<file path="src/rtl/elevator_pkg.sv">
// rtl/elevator_pkg.sv - shared widths, direction codes and scan states for the call register
package elevator_pkg;

    localparam int BUTTONS_WIDTH = 6;

    localparam logic [1:0] DIR_STOP = 2'b00;
    localparam logic [1:0] DIR_UP   = 2'b01;
    localparam logic [1:0] DIR_DOWN = 2'b10;

    typedef enum logic [1:0] {
        ST_IDLE = 2'b00,
        ST_UP   = 2'b01,
        ST_DOWN = 2'b10
    } scan_state_e;

endpackage

</file>
<file path="src/rtl/btn_sync_edge.sv">
// rtl/btn_sync_edge.sv - two-flop synchroniser plus rising-edge pulse for a button vector
module btn_sync_edge #(
    parameter int WIDTH = 6
) (
    input  logic             clk,
    input  logic             rst_n,
    input  logic [WIDTH-1:0] raw_i,
    output logic [WIDTH-1:0] rise_o
);

    logic [WIDTH-1:0] meta_q;
    logic [WIDTH-1:0] sync_q;
    logic [WIDTH-1:0] prev_q;
    logic [1:0]       warm_q;
    logic             armed;

    always_ff @(posedge clk or negedge rst_n) begin
        if (!rst_n) begin
            meta_q <= '0;
            sync_q <= '0;
            prev_q <= '0;
            warm_q <= 2'd0;
        end else begin
            meta_q <= raw_i;
            sync_q <= meta_q;
            prev_q <= sync_q;
            if (warm_q != 2'd3) begin
                warm_q <= warm_q + 2'd1;
            end
        end
    end

    // Edges stay masked until the pipe has refilled, so a button held through reset is not seen as a press.
    assign armed  = (warm_q == 2'd3);
    assign rise_o = armed ? (sync_q & ~prev_q) : '0;

endmodule

</file>
<file path="src/rtl/elevator_call_register.sv">
// rtl/elevator_call_register.sv - latches car/hall calls and runs the collective up/down scan
module elevator_call_register #(
    parameter int BUTTONS_WIDTH = elevator_pkg::BUTTONS_WIDTH
) (
    input  logic                     clk,
    input  logic                     reset,
    input  logic [BUTTONS_WIDTH-1:0] btn_num_in,
    input  logic [BUTTONS_WIDTH-1:0] btn_up_out,
    input  logic [BUTTONS_WIDTH-1:0] btn_down_out,
    input  logic [BUTTONS_WIDTH-1:0] floor_onehot,
    input  logic                     door_open,
    output logic [BUTTONS_WIDTH-1:0] pend_car,
    output logic [BUTTONS_WIDTH-1:0] pend_up,
    output logic [BUTTONS_WIDTH-1:0] pend_down,
    output logic [1:0]               dir_req,
    output logic                     call_here,
    output logic                     any_pending
);

    import elevator_pkg::*;

    localparam int W = BUTTONS_WIDTH;
    localparam logic [W-1:0] ONE      = {{(W-1){1'b0}}, 1'b1};
    localparam logic [W-1:0] UP_VALID = {1'b0, {(W-1){1'b1}}};
    localparam logic [W-1:0] DN_VALID = {{(W-1){1'b1}}, 1'b0};

    logic [W-1:0] edge_car, edge_up_raw, edge_dn_raw;
    logic [W-1:0] edge_up, edge_dn;

    logic [W-1:0] car_q, car_d;
    logic [W-1:0] up_q,  up_d;
    logic [W-1:0] dn_q,  dn_d;
    scan_state_e  state_q;

    logic         floor_valid;
    logic [W-1:0] mask_below, mask_above;
    logic [W-1:0] all_req;
    logic         req_above, req_below;
    logic         up_ok, dn_ok, svc, here;
    logic [W-1:0] clr_car, clr_up, clr_dn;

    btn_sync_edge #(.WIDTH(W)) u_sync_car (
        .clk    (clk),
        .rst_n  (reset),
        .raw_i  (btn_num_in),
        .rise_o (edge_car)
    );

    btn_sync_edge #(.WIDTH(W)) u_sync_up (
        .clk    (clk),
        .rst_n  (reset),
        .raw_i  (btn_up_out),
        .rise_o (edge_up_raw)
    );

    btn_sync_edge #(.WIDTH(W)) u_sync_dn (
        .clk    (clk),
        .rst_n  (reset),
        .raw_i  (btn_down_out),
        .rise_o (edge_dn_raw)
    );

    // No up call exists at the top floor and no down call at the bottom floor.
    assign edge_up = edge_up_raw & UP_VALID;
    assign edge_dn = edge_dn_raw & DN_VALID;

    assign floor_valid = (floor_onehot != '0) && ((floor_onehot & (floor_onehot - ONE)) == '0);
    assign mask_below  = floor_onehot - ONE;
    assign mask_above  = ~(floor_onehot | mask_below);

    assign all_req   = car_q | up_q | dn_q;
    assign req_above = floor_valid && ((all_req & mask_above) != '0);
    assign req_below = floor_valid && ((all_req & mask_below) != '0);

    // Hall calls are only answered when travelling their way, or when idle.
    assign up_ok = (state_q != ST_DOWN);
    assign dn_ok = (state_q != ST_UP);
    assign svc   = floor_valid && door_open;

    assign here = ((car_q & floor_onehot) != '0)
               || (up_ok && ((up_q & floor_onehot) != '0))
               || (dn_ok && ((dn_q & floor_onehot) != '0));

    assign clr_car = svc           ? floor_onehot : '0;
    assign clr_up  = (svc && up_ok) ? floor_onehot : '0;
    assign clr_dn  = (svc && dn_ok) ? floor_onehot : '0;

    assign car_d = (car_q | edge_car) & ~clr_car;
    assign up_d  = (up_q  | edge_up)  & ~clr_up;
    assign dn_d  = (dn_q  | edge_dn)  & ~clr_dn;

    always_ff @(posedge clk or negedge reset) begin
        if (!reset) begin
            car_q <= '0;
            up_q  <= '0;
            dn_q  <= '0;
        end else begin
            car_q <= car_d;
            up_q  <= up_d;
            dn_q  <= dn_d;
        end
    end

    always_ff @(posedge clk or negedge reset) begin
        if (!reset) begin
            state_q <= ST_IDLE;
        end else if (floor_valid) begin
            case (state_q)
                ST_IDLE: begin
                    if (req_above)      state_q <= ST_UP;
                    else if (req_below) state_q <= ST_DOWN;
                    else                state_q <= ST_IDLE;
                end
                ST_UP: begin
                    if (req_above)      state_q <= ST_UP;
                    else if (req_below) state_q <= ST_DOWN;
                    else                state_q <= ST_IDLE;
                end
                ST_DOWN: begin
                    if (req_below)      state_q <= ST_DOWN;
                    else if (req_above) state_q <= ST_UP;
                    else                state_q <= ST_IDLE;
                end
                default: state_q <= ST_IDLE;
            endcase
        end
    end

    always_comb begin
        dir_req = DIR_STOP;
        if (floor_valid && !here) begin
            case (state_q)
                ST_UP:   dir_req = DIR_UP;
                ST_DOWN: dir_req = DIR_DOWN;
                default: dir_req = DIR_STOP;
            endcase
        end
    end

    assign call_here   = floor_valid && here;
    assign any_pending = (all_req != '0);
    assign pend_car    = car_q;
    assign pend_up     = up_q;
    assign pend_down   = dn_q;

endmodule

</file>
<file path="config.mk">
export PLATFORM = sky130hd
export DESIGN_NAME = elevator_call_register
export DESIGN_NICKNAME = d
export VERILOG_FILES = /design/src/rtl/elevator_pkg.sv /design/src/rtl/btn_sync_edge.sv /design/src/rtl/elevator_call_register.sv
export SDC_FILE = /design/constraint.sdc
export NUM_CORES = 1
export LEC_CHECK = 0
export ABC_AREA = 1
export CAP_MARGIN = 20
export CORE_MARGIN = 3
export CORE_UTILIZATION = 52
export DETAILED_ROUTE_END_ITERATION = 12
export PLACE_DENSITY = 0.88
export SYNTH_ARGS = -nofsm -noshare
export SYNTH_HDL_FRONTEND = slang
export SYNTH_SLANG_ARGS = --single-unit
</file>
<file path="constraint.sdc">
create_clock -name clk -period 4.8 [get_ports clk]
set_clock_uncertainty 0.2 [all_clocks]
set_input_delay 1.44 -clock clk [delete_from_list [all_inputs] [get_ports clk]]
set_output_delay 1.44 -clock clk [all_outputs]
set_load 0.01 [all_outputs]
</file>
==> summary.md, run 1 <==
| Metric | Value |
|---|---|
| Clock-pin slew on the worst setup and hold paths | `0.07 ns` |
| Worst Setup End Kind | `output pin` |
| Number of global-route vias before repair | `about 2200` |
| Mapped Cells | `approximately 270` |
| Ys Warns | `0` |
| Mean Syn Cell Area | `10.9 um2` |
| Initial antenna violation count | `0` |
| Worst Path Required | `about 3.2 ns` |
| Area grow syn2layout | `33.9%` |
| Tcrit/Tclk final | `between 90% and 100%` |
| Post-place instance area | `about 3600 um2` |
| Dpl ws | `-0.525 ns` |
| Largest net degree at the start of global routing | `75` |
| Final setup violation count | `0` |
| Primary FF master, synth | `dfrtp_1` |
| Rows | `26` |
| Unique masters post-synth | `23` |
| Global placement routability congestion | `between 0.9 and 1` |
| Vias | `2153` |
| Share of cells above drive strength 1 | `between 10% and 20%` |
| Starting density of the core | `between 50% and 60%` |
| Post-DR vias/cell | `a little under 5` |
| Fin. max-slew vios | `0` |
| Clock latency on the worst-skew pair | `around 0.34 ns` |
| Slowest-stage cell, CP | `dlygate4sd2_1` |
| Drt pass-1 iters | `4` |
| Cell taking the most area after synthesis | `dfrtp_1` |
| FF+latch count, synth | `74` |
| Maxcap violations | `0` |
| Number of clock sinks | `74` |
| Post-synth net total | `just over 300` |
| Number of flops mapped to enable cells by yosys | `0` |
| Register area share after synthesis | `around 64%` |
| Core ar. | `5270 um2` |
| WL/cell | `about 15 um` |
| Final antenna-violating net count | `0` |
| Outcome | `finished, final reports clean` |
| Netlist Area Pre-Place | `2910 um2` |
| Post-route DRC violation count | `0` |
| Fin util | `about 74%` |
| Worst VDD drop | `261 uV` |
| CP delay by family, top | `buffers and inverters` |
| Final WS setup | `approximately 0.12 ns` |
| Critical Path AT | `slightly above 3 ns` |
| Critical Path, Cell by Cell | `dlygate4sd2_1 -> nor3_2 -> nand3_1 -> ha_2 -> nor2_1 -> nand3_1 -> a21oi_4 -> buf_4 -> nand2_1 -> inv_1 -> dlygate4sd2_1` |
| P per Cell Area | `roughly 330 nW/um2` |
| Total number of H-tree levels | `3` |
| Ports | `49` |
| Max stage delay on crit path | `0.28 ns` |
| CP max FO | `2` |
| WS Path Type | `primary input to output pin` |
| Cell with the most instances after synthesis | `dfrtp_1` |
| WL final | `approximately 6300 um` |
| RSZ-0062 raised after global routing | `no` |
| Top post-synthesis cells by count | `dfrtp_1, nand2_1, inv_1, nor2_1` |
| Leak | `1.89 nW` |
| Slew @ Worst Pin | `roughly 0.89 ns` |
| # nets final | `roughly 400` |
| Share of synthesized flip-flops with an asynchronous set or reset | `100%` |
| Die Area | `6530 um2` |
| ANT cells | `0` |
| Dominant cells by area after synthesis | `dfrtp_1, nand2_1, ha_1, inv_1, nand3_1` |
| Die X | `about 81 um` |
| Min Hold Slack | `0.149 ns` |
| CTS root buf | `clkbuf_8` |
| Critical Path Source Type | `primary input` |
| Hpwl dp | `~4600 um` |
| Post-CTS Hold Fix Bufs | `0` |
| Hold Crit Class | `register to register` |
| Worst path bufs/invs | `4` |
| Inserted Clock Buffers | `9` |
| PortBufs | `46` |
| GRT Util Overall | `between 20% and 30%` |
| GRT overflow | `0` |
| Max Fclk | `214 MHz` |
| Post-route minimum period | `approximately 4.7 ns` |
| Finished Cell Area | `~3900 um2` |
| Chip height | `approximately 81 um` |
| First-pass GRT wire length | `10500 um` |
| DR iter-0 viols | `136` |
| Post-synth top area share | `about 64%` |
| CTS tree | `built` |
| Slew Limit Headroom | `40.8%` |
| Clk buf depth | `2` |
| Final hold violations | `0` |
layout by cell type (no fill, tap or decap), types with 8 or more instances in the layout:
cell type	count
dfrtp_1	74
nand2_1	56
inv_1	37
clkdlybuf4s50_1	37
buf_4	32
nor2_1	20
nand3_1	13
ha_1	13
clkbuf_8	10
nor3b_1	8
where the power goes:
group,switching (mW),total [mW],internal (mW)
Clock,0.223,0.419,0.197
Sequential,0.0240,0.686,0.662
Combinational,0.0856,0.169,0.0835
Total,0.332,1.27,0.942
layer usage:
| metal | track usage [%] | up-vias | wire length [um] |
|---|---|---|---|
| met2 | 33.9 | 63 | 3010 |
| met4 | 11.8 | 0 | 152 |
| met5 | 0 | - | 0 |
| met3 | 5.88 | 18 | 299 |
| li1 | - | 1038 | - |
| met1 | 29.1 | 1034 | 2830 |
final timing paths:
path,from,endpoint,slack (ns),cells past startpoint
setup / recovery,floor_onehot[4],call_here,0.12,11
hold / removal,u_sync_car.meta_q[1],u_sync_car.sync_q[1],0.15,0
max in group asynchronous,reset,u_sync_up.sync_q[3],2.73,2
hold reg to reg,u_sync_car.meta_q[1],u_sync_car.sync_q[1],0.15,0
setup reg to reg,pend_car[3],state_q[0],3.26,8
min in group asynchronous,reset,u_sync_car.sync_q[3],1.10,2
worst reg2reg max path: stages, from the launching register on:
cell     delay [ns]
dfrtp_1        0.42
inv_1          0.08
nand3_1        0.15
nand2_1        0.11
nand3_1        0.08
nor2_1         0.16
nor2_1         0.09
nand3_1        0.09
nand3_1        0.07
stage by stage:
step,instances,setup TNS [ns],power (mW)
2_1_floorplan,268,0,0.760
3_3_place_gp,410,-1.54,0.855
3_5_place_dp,410,-1.52,0.861
4_1_cts,430,0,1.28
5_1_grt,433,0,1.34
6_report,433,0,1.27
flip-flops by register name, summed over array words and instances (netlist names):
signal / count
u_sync_dn.warm_q: 2
u_sync_car.warm_q: 2
u_sync_car.prev_q: 6
pend_car: 6
pend_up: 6
u_sync_dn.meta_q: 5
u_sync_dn.sync_q: 5
u_sync_car.sync_q: 6
u_sync_up.sync_q: 5
u_sync_up.warm_q: 2
u_sync_dn.prev_q: 5
pend_down: 6
u_sync_car.meta_q: 6
u_sync_up.meta_q: 5
u_sync_up.prev_q: 5
state_q: 2
kinds of logic after synthesis:
kind of cell	count (synthesis)	synth area share, %
and+or+nand+nor	107	16.5
DFF	74	63.7
buffers and inverters	40	5.16
AOI/OAI and AO/OA	29	7.35
adders and majority gates	15	6.45
xor gates and xnor gates	3	0.903
final cells by class:
type                       instances  area [um2]
clock buffer                      10         138
clock inverter                     5        31.3
fill                             386        1370
inverter                          40         150
multi-input combinational        154         937
sequential                        74        1850
tap                               70        87.6
timing repair buffer              80         701
timing repair:
item	4_1_cts	5_1_grt
buffers inserted	5	3
pin swaps	5	7
endpoints found under the hold margin	0	0
setup endpoints to repair	3	3
gates resized for setup	22	8
Note: power is estimated with default switching activity, not from simulation.
==> inputs of run 2 (changes only) <==
SETUP_SLACK_MARGIN = 0.5   (was unset)
==> run 2 against run 1 <==
Net effect: worst setup slack gained 0.16 ns; first-iteration DRC count shrank 24%; combinational power grew 8%; clock power grew 12%; sequential cell count is the same.
==> summary.md, run 2 (synthesis results as in run 1) <==
| Metric | Value |
|---|---|
| R2R Path End | `state_q[0]` |
| Vias | `2184 (+1.4%)` |
| Tcrit/Tclk final | `94.1% (-3.4 points)` |
| Worst path bufs/invs | `3 (-1)` |
| Number of clock sinks | `74 (unchanged)` |
| # nets final | `401 (unchanged)` |
| Die Area | `6530 um2 (unchanged)` |
| WL/cell | `14.8 um (+1.9%)` |
| Fin. max-slew vios | `0 (unchanged)` |
| Worst VDD drop | `316 uV (+21%)` |
| Clock latency on the worst-skew pair | `0.34 ns (about the same)` |
| Share of cells above drive strength 1 | `23.6% (+5.2 points)` |
| GRT Util Overall | `21.1% (-1.0 points)` |
| Post-route DRC violation count | `0 (unchanged)` |
| CTS tree | `built` |
| WS Path Type | `primary input to output pin` |
| Outcome | `finished, final reports clean` |
| Fillers | `338 (-12%)` |
| Critical Path Source Type | `primary input` |
| Largest net degree at the start of global routing | `52 (-31%)` |
| Slowest-stage cell, CP | `nor3_4` |
| Area grow syn2layout | `39.7%` |
| Final antenna-violating net count | `0 (unchanged)` |
| Final Power | `1.34 mW (+5.1%)` |
| Critical Path AT | `2.87 ns (-0.17 ns)` |
| DR iter-0 viols | `104 (-24%)` |
| Worst Setup End Kind | `output pin` |
| Drt pass-1 iters | `4 (unchanged)` |
| Hpwl dp | `4570 um (-0.67%)` |
| Crit path from | `floor_onehot[3]` |
| Fin util | `77.1% (+3.2 points)` |
| Chip height | `80.8 um (unchanged)` |
| R2R Setup Slk | `3.25 ns (about the same)` |
| Most frequent cells in the layout | `dfrtp_1, nand2_1, clkdlybuf4s50_1, inv_1, buf_4` |
| Post-DR vias/cell | `5.03 (+1.2%)` |
| ANT cells | `0 (unchanged)` |
| Clk buf depth | `2 (unchanged)` |
| Worst r2r path cells | `8 (unchanged)` |
| Logic pwr share | `13.7% (+0.4 points)` |
| Final setup violation count | `0 (unchanged)` |
| P per Cell Area | `329 nW/um2 (+0.76%)` |
| Final hold violations | `0 (unchanged)` |
| Ports | `49 (unchanged)` |
| Worst Path Required | `3.16 ns (about the same)` |
| RR Startpoint | `pend_up[2]` |
| Internal Dissipation | `1.00 mW (+6.6%)` |
| CP max FO | `2 (unchanged)` |
| Initial antenna violation count | `0 (unchanged)` |
| Hold Crit Class | `register to register` |
| First-pass GRT wire length | `10100 um (-3.2%)` |
| Critical Path, Cell by Cell | `buf_8 -> nor3_4 -> nand3_4 -> ha_4 -> nor2_4 -> nand3_2 -> a21oi_4 -> nand4_1 -> buf_4 -> nor2_2 -> buf_2` |
| Clk pwr share | `35.1% (+2.2 points)` |
| P_sw | `0.335 mW (+0.85%)` |
| Leak | `1.91 nW (+1.0%)` |
| Die X | `80.8 um (unchanged)` |
| Max stage delay on crit path | `0.23 ns (-0.05 ns)` |
| Max Fclk | `221 MHz (+3.6%)` |
| GRT overflow | `0 (unchanged)` |
| Global placement routability congestion | `0.838 (-9.2%)` |
| Min Hold Slack | `0.145 ns (-0.00392 ns)` |
| Slew Limit Headroom | `73.6% (+33 points)` |
| Register share of total power | `51.3% (-2.5 points)` |
| Number of global-route vias before repair | `2238 (+0.45%)` |
| Commonest non-fill, non-tap cell in the layout | `dfrtp_1` |
| Crit path capture | `dir_req[1]` |
| Clock-pin slew on the worst setup and hold paths | `0.08 ns (about the same)` |
| Rows | `26 (unchanged)` |
| Slew @ Worst Pin | `0.395 ns (-0.493 ns)` |
| Post-route minimum period | `4.51 ns (-0.164 ns)` |
| WL final | `6430 um (+2.1%)` |
| Sw frac | `25.0% (-1.1 points)` |
| Inserted Clock Buffers | `9 (unchanged)` |
| Core ar. | `5270 um2 (unchanged)` |
| Total number of H-tree levels | `3 (unchanged)` |
| CP Depth | `11 (unchanged)` |
| PortBufs | `46 (unchanged)` |
| Starting density of the core | `55.2% (unchanged)` |
| Post-CTS Hold Fix Bufs | `0 (unchanged)` |
| CP delay by family, top | `simple AND/OR/NAND/NOR gates` |
| RSZ-0062 raised after global routing | `yes` |
| CTS root buf | `clkbuf_8` |
| Maxcap violations | `0 (unchanged)` |
==> run 2: cell types whose count changed in the layout (fill, tap and decap cells not counted), sizes merged <==
cell	previous run	this run
inv	40	37
bufinv	0	1
clkinvlp	1	3
clkdlybuf4s50	37	36
buf	37	43
dlygate4sd2	2	1
clkdlybuf4s15	3	0
==> run 2: per-layer routing <==
| metal | routed length (um) | global-route usage (%) | share of wire [%] | up-vias |
|---|---|---|---|---|
| li1 | - | - | - | 1040 |
| met1 | 2650 | 25.6 | 41 | 1071 |
| met2 | 3340 | 35.5 | 52 | 63 |
| met3 | 341 | 4.88 | 5.3 | 10 |
| met4 | 103 | 10.8 | 1.6 | 0 |
| met5 | 0 | 0 | 0 | - |
==> run 2: cell type report <==
cell class	count	area [um2]	share of cell area [%]
clock inverter	5	53.8	1.32
clock buffer	11	141	3.48
sequential	74	1850	45.6
tap	70	87.6	2.16
timing repair buffer	80	729	17.9
inverter	40	161	3.97
multi-input combinational	154	1040	25.6
==> run 2: worst reg2reg max path, cell delays in order (launching register included) <==
cell	delay (ns)
dfrtp_1	0.43
nor2_1	0.12
nand2_1	0.10
nand2_1	0.08
nand3_1	0.09
nor2_1	0.15
nor2_1	0.09
nand3_1	0.10
nand3_1	0.07
==> run 2: worst min path at each step <==
stage	end	cells after the start	from	slack (ns)
final	u_sync_dn.sync_q[1]	0	u_sync_dn.meta_q[1]	0.14
after global routing	u_sync_dn.sync_q[1]	0	u_sync_dn.meta_q[1]	0.16
after CTS	u_sync_up.sync_q[3]	0	u_sync_up.meta_q[3]	0.15
after detailed placement	u_sync_car.sync_q[2]	0	u_sync_car.meta_q[2]	0.13
after global placement	u_sync_up.sync_q[2]	0	u_sync_up.meta_q[2]	0.13
after floorplan	u_sync_car.sync_q[0]	0	u_sync_car.meta_q[0]	0.13
==> run 2: through the flow <==
| step | cells | worst slack [ns] | instance area, um2 | TNS [ns] |
|---|---|---|---|---|
| after CTS | 431 | 0.263 | 3950 | 0 |
| after floorplan | 268 | 0.464 | 2940 | 0 |
| after global routing | 434 | 0.229 | 4060 | 0 |
| final | 434 | 0.285 | 4060 | 0 |
| after global placement | 409 | -0.516 | 3670 | -1.51 |
| after detailed placement | 409 | -0.520 | 3670 | -1.52 |
==> run 2: power by group through the flow <==
stage                     Combinational, mW  Clock (mW)  Sequential, mW
after floorplan                      0.0633           0           0.698
after global placement                0.161           0           0.696
after CTS                             0.172       0.482           0.687
final                                 0.183       0.469           0.687
after global routing                  0.200       0.507           0.691
after detailed placement              0.165           0           0.699
==> run 2: timing repair <==
| action | in CTS | in global routing |
|---|---|---|
| pin swaps | 9 | 12 |
| endpoints found under the setup margin | 3 | 3 |
| buffers inserted | 6 | 2 |
| resized for setup | 51 | 21 |
==> inputs of run 3 (changes only) <==
MAX_ROUTING_LAYER = met4   (was unset)
TNS_END_PERCENT = 100   (was unset)
==> run 3 against run 2 <==
Net effect: largest cell class unchanged; clock-buffer cell count is 2 higher; first-iteration DRC count is 19% higher; global-route usage is 1.8 points higher; sequential cell count stayed put; core utilization is 0.36 points lower; routed wire length is 2.3% lower; cell count is 1.2% higher; critical path type unchanged.
==> summary.md, run 3 (synthesis results as in run 1) <==
| Metric | Value |
|---|---|
| Outcome | `finished, final reports clean` |
| Share of cells above drive strength 1 | `23.3% (-0.32 points)` |
| Hpwl dp | `4540 um (-0.59%)` |
| R2R Path End | `pend_down[5]` |
| Slew Limit Headroom | `40.4% (-33 points)` |
| ANT cells | `0 (unchanged)` |
| Core ar. | `5270 um2 (unchanged)` |
| Fillers | `361 (+6.8%)` |
| Tcrit/Tclk final | `95.4% (+1.3 points)` |
| Number of clock sinks | `74 (unchanged)` |
| R2R Setup Slk | `3.27 ns (+0.02 ns)` |
| Multi-input logic area | `988 um2 (-4.8%)` |
| Die X | `80.8 um (unchanged)` |
| PortBufs | `46 (unchanged)` |
| Slowest-stage cell, CP | `a21oi_4` |
| WL final | `6280 um (-2.3%)` |
| Post-route DRC violation count | `0 (unchanged)` |
| Final hold violations | `0 (unchanged)` |
| Final WS setup | `0.221 ns (-0.0639 ns)` |
| Vias | `2227 (+2.0%)` |
| Critical Path, Cell by Cell | `buf_6 -> clkinvlp_4 -> buf_6 -> buf_4 -> ha_2 -> inv_1 -> nor2_2 -> a21oi_4 -> nand4_1 -> buf_4 -> nor2_2 -> buf_2` |
| Worst Setup End Kind | `output pin` |
| Die Area | `6530 um2 (unchanged)` |
| GRT overflow | `0 (unchanged)` |
| Dpl ws | `-0.558 ns (-0.0374 ns)` |
| Chip height | `80.8 um (unchanged)` |
| Leak | `1.93 nW (+0.91%)` |
| RR Startpoint | `u_sync_dn.warm_q[0]` |
| Inserted Clock Buffers | `9 (unchanged)` |
| # nets final | `406 (+1.2%)` |
| Clock latency on the worst-skew pair | `0.34 ns (about the same)` |
| Reg area | `1850 um2 (unchanged)` |
| Clock-pin slew on the worst setup and hold paths | `0.07 ns (about the same)` |
| DR iter-0 viols | `124 (+19%)` |
| Final Power | `1.35 mW (+1.2%)` |
| CTS root buf | `clkbuf_8` |
| CP max FO | `5 (+3)` |
| Slew @ Worst Pin | `0.894 ns (+0.499 ns)` |
| Final antenna-violating net count | `0 (unchanged)` |
| Critical Path AT | `2.94 ns (+0.07 ns)` |
| Largest net degree at the start of global routing | `75 (+44%)` |
| Global placement routability congestion | `0.849 (+1.3%)` |
| Hold Crit Class | `register to register` |
| CTS tree | `built` |
| Post-DR vias/cell | `5.07 (+0.81%)` |
| Maxcap violations | `0 (unchanged)` |
| Most frequent cells in the layout | `dfrtp_1, nand2_1, clkdlybuf4s50_1, inv_1, buf_4` |
| Crit path capture | `dir_req[1]` |
| Number of global-route vias before repair | `2300 (+2.8%)` |
| Finished Cell Area | `4050 um2 (-0.46%)` |
| Worst Path Required | `3.16 ns (about the same)` |
| Worst VDD drop | `330 uV (+4.5%)` |
| Drt pass-1 iters | `5 (+1)` |
| Clk buf depth | `2 (unchanged)` |
| Area grow syn2layout | `39.1%` |
| Max Fclk | `218 MHz (-1.4%)` |
| Total number of H-tree levels | `3 (unchanged)` |
| WS Path Type | `primary input to output pin` |
| Starting density of the core | `55.2% (unchanged)` |
| Ports | `49 (unchanged)` |
| Fin. max-slew vios | `0 (unchanged)` |
| Post-route minimum period | `4.58 ns (+0.0639 ns)` |
| Commonest non-fill, non-tap cell in the layout | `dfrtp_1` |
| Fin Setup TNS | `0 ns (unchanged)` |
| Rows | `26 (unchanged)` |
| P per Cell Area | `335 nW/um2 (+1.6%)` |
| Final setup violation count | `0 (unchanged)` |
| Worst r2r path cells | `6 (-2)` |
| Fin util | `76.8% (-0.36 points)` |
| Critical Path Source Type | `primary input` |
| Crit path from | `floor_onehot[0]` |
| Initial antenna violation count | `0 (unchanged)` |
| First-pass GRT wire length | `10600 um (+4.5%)` |
| Post-CTS Hold Fix Bufs | `0 (unchanged)` |
| Post-place instance area | `3660 um2 (-0.20%)` |
| Max stage delay on crit path | `0.18 ns (-0.05 ns)` |
| RSZ-0062 raised after global routing | `yes` |
| WL/cell | `14.3 um (-3.4%)` |
| GRT Util Overall | `23.0% (+1.8 points)` |
[run 3: power breakdown]
| group | internal (mW) | switching [mW] | leakage [nW] | total [mW] |
|---|---|---|---|---|
| logic | 0.0885 | 0.0909 | 1.03 | 0.179 |
| registers | 0.662 | 0.0237 | 0.807 | 0.686 |
| clock network | 0.271 | 0.219 | 0.100 | 0.490 |
| total | 1.02 | 0.333 | 1.93 | 1.35 |
[run 3: worst min path at each step]
stage                               startpoint                   end  slack (ns)  depth (start not counted)
after floorplan           u_sync_car.meta_q[0]  u_sync_car.sync_q[0]        0.13                          0
after global placement     u_sync_up.meta_q[4]   u_sync_up.sync_q[4]        0.13                          0
after detailed placement   u_sync_dn.meta_q[4]   u_sync_dn.sync_q[4]        0.14                          0
after CTS                  u_sync_dn.meta_q[4]   u_sync_dn.sync_q[4]        0.15                          0
after global routing      u_sync_car.meta_q[4]  u_sync_car.sync_q[4]        0.16                          0
final                      u_sync_dn.meta_q[1]   u_sync_dn.sync_q[1]        0.15                          0
[run 3: worst max-delay path, delay by kind of cell]
kind | cells | cell delay (ns)
AO/OA/AOI/OAI | 1 | 0.18
buffers and inverters | 7 | 0.88
AND/OR/NAND/NOR | 3 | 0.26
adder cells (fa/ha/maj) | 1 | 0.17
[run 3: final cells by class]
| cell class | instances | share of cell area (%) |
|---|---|---|
| inverters | 40 | 3.90 |
| multi-input cells | 154 | 24.4 |
| flip-flops and latches | 74 | 45.8 |
| clock inverters | 3 | 1.14 |
| clock buffers | 13 | 3.93 |
| well taps | 70 | 2.17 |
| repair buffers | 85 | 18.7 |
[run 3: layer usage]
metal | vias up | part of all wire, % | track usage [%]
li1 | 1052 | - | -
met1 | 1066 | 42 | 28.0
met2 | 86 | 48 | 35.3
met3 | 23 | 5.5 | 4.32
met4 | 0 | 4.6 | 15.0
met5 | - | 0 | -
[run 3: repair_timing]
item,4_1_cts,5_1_grt
setup buffers,11,4
endpoints found under the setup margin,3,3
gates resized for setup,56,7
pin swaps,9,7
cloned,0,0
[run 3: per-stage QoR]
| stage | hold WS (ns) | instances |
|---|---|---|
| floorplan | 0.131 | 268 |
| global placement | 0.132 | 408 |
| detailed placement | 0.136 | 408 |
| CTS | 0.152 | 435 |
| global route | 0.162 | 439 |
| finish | 0.150 | 439 |
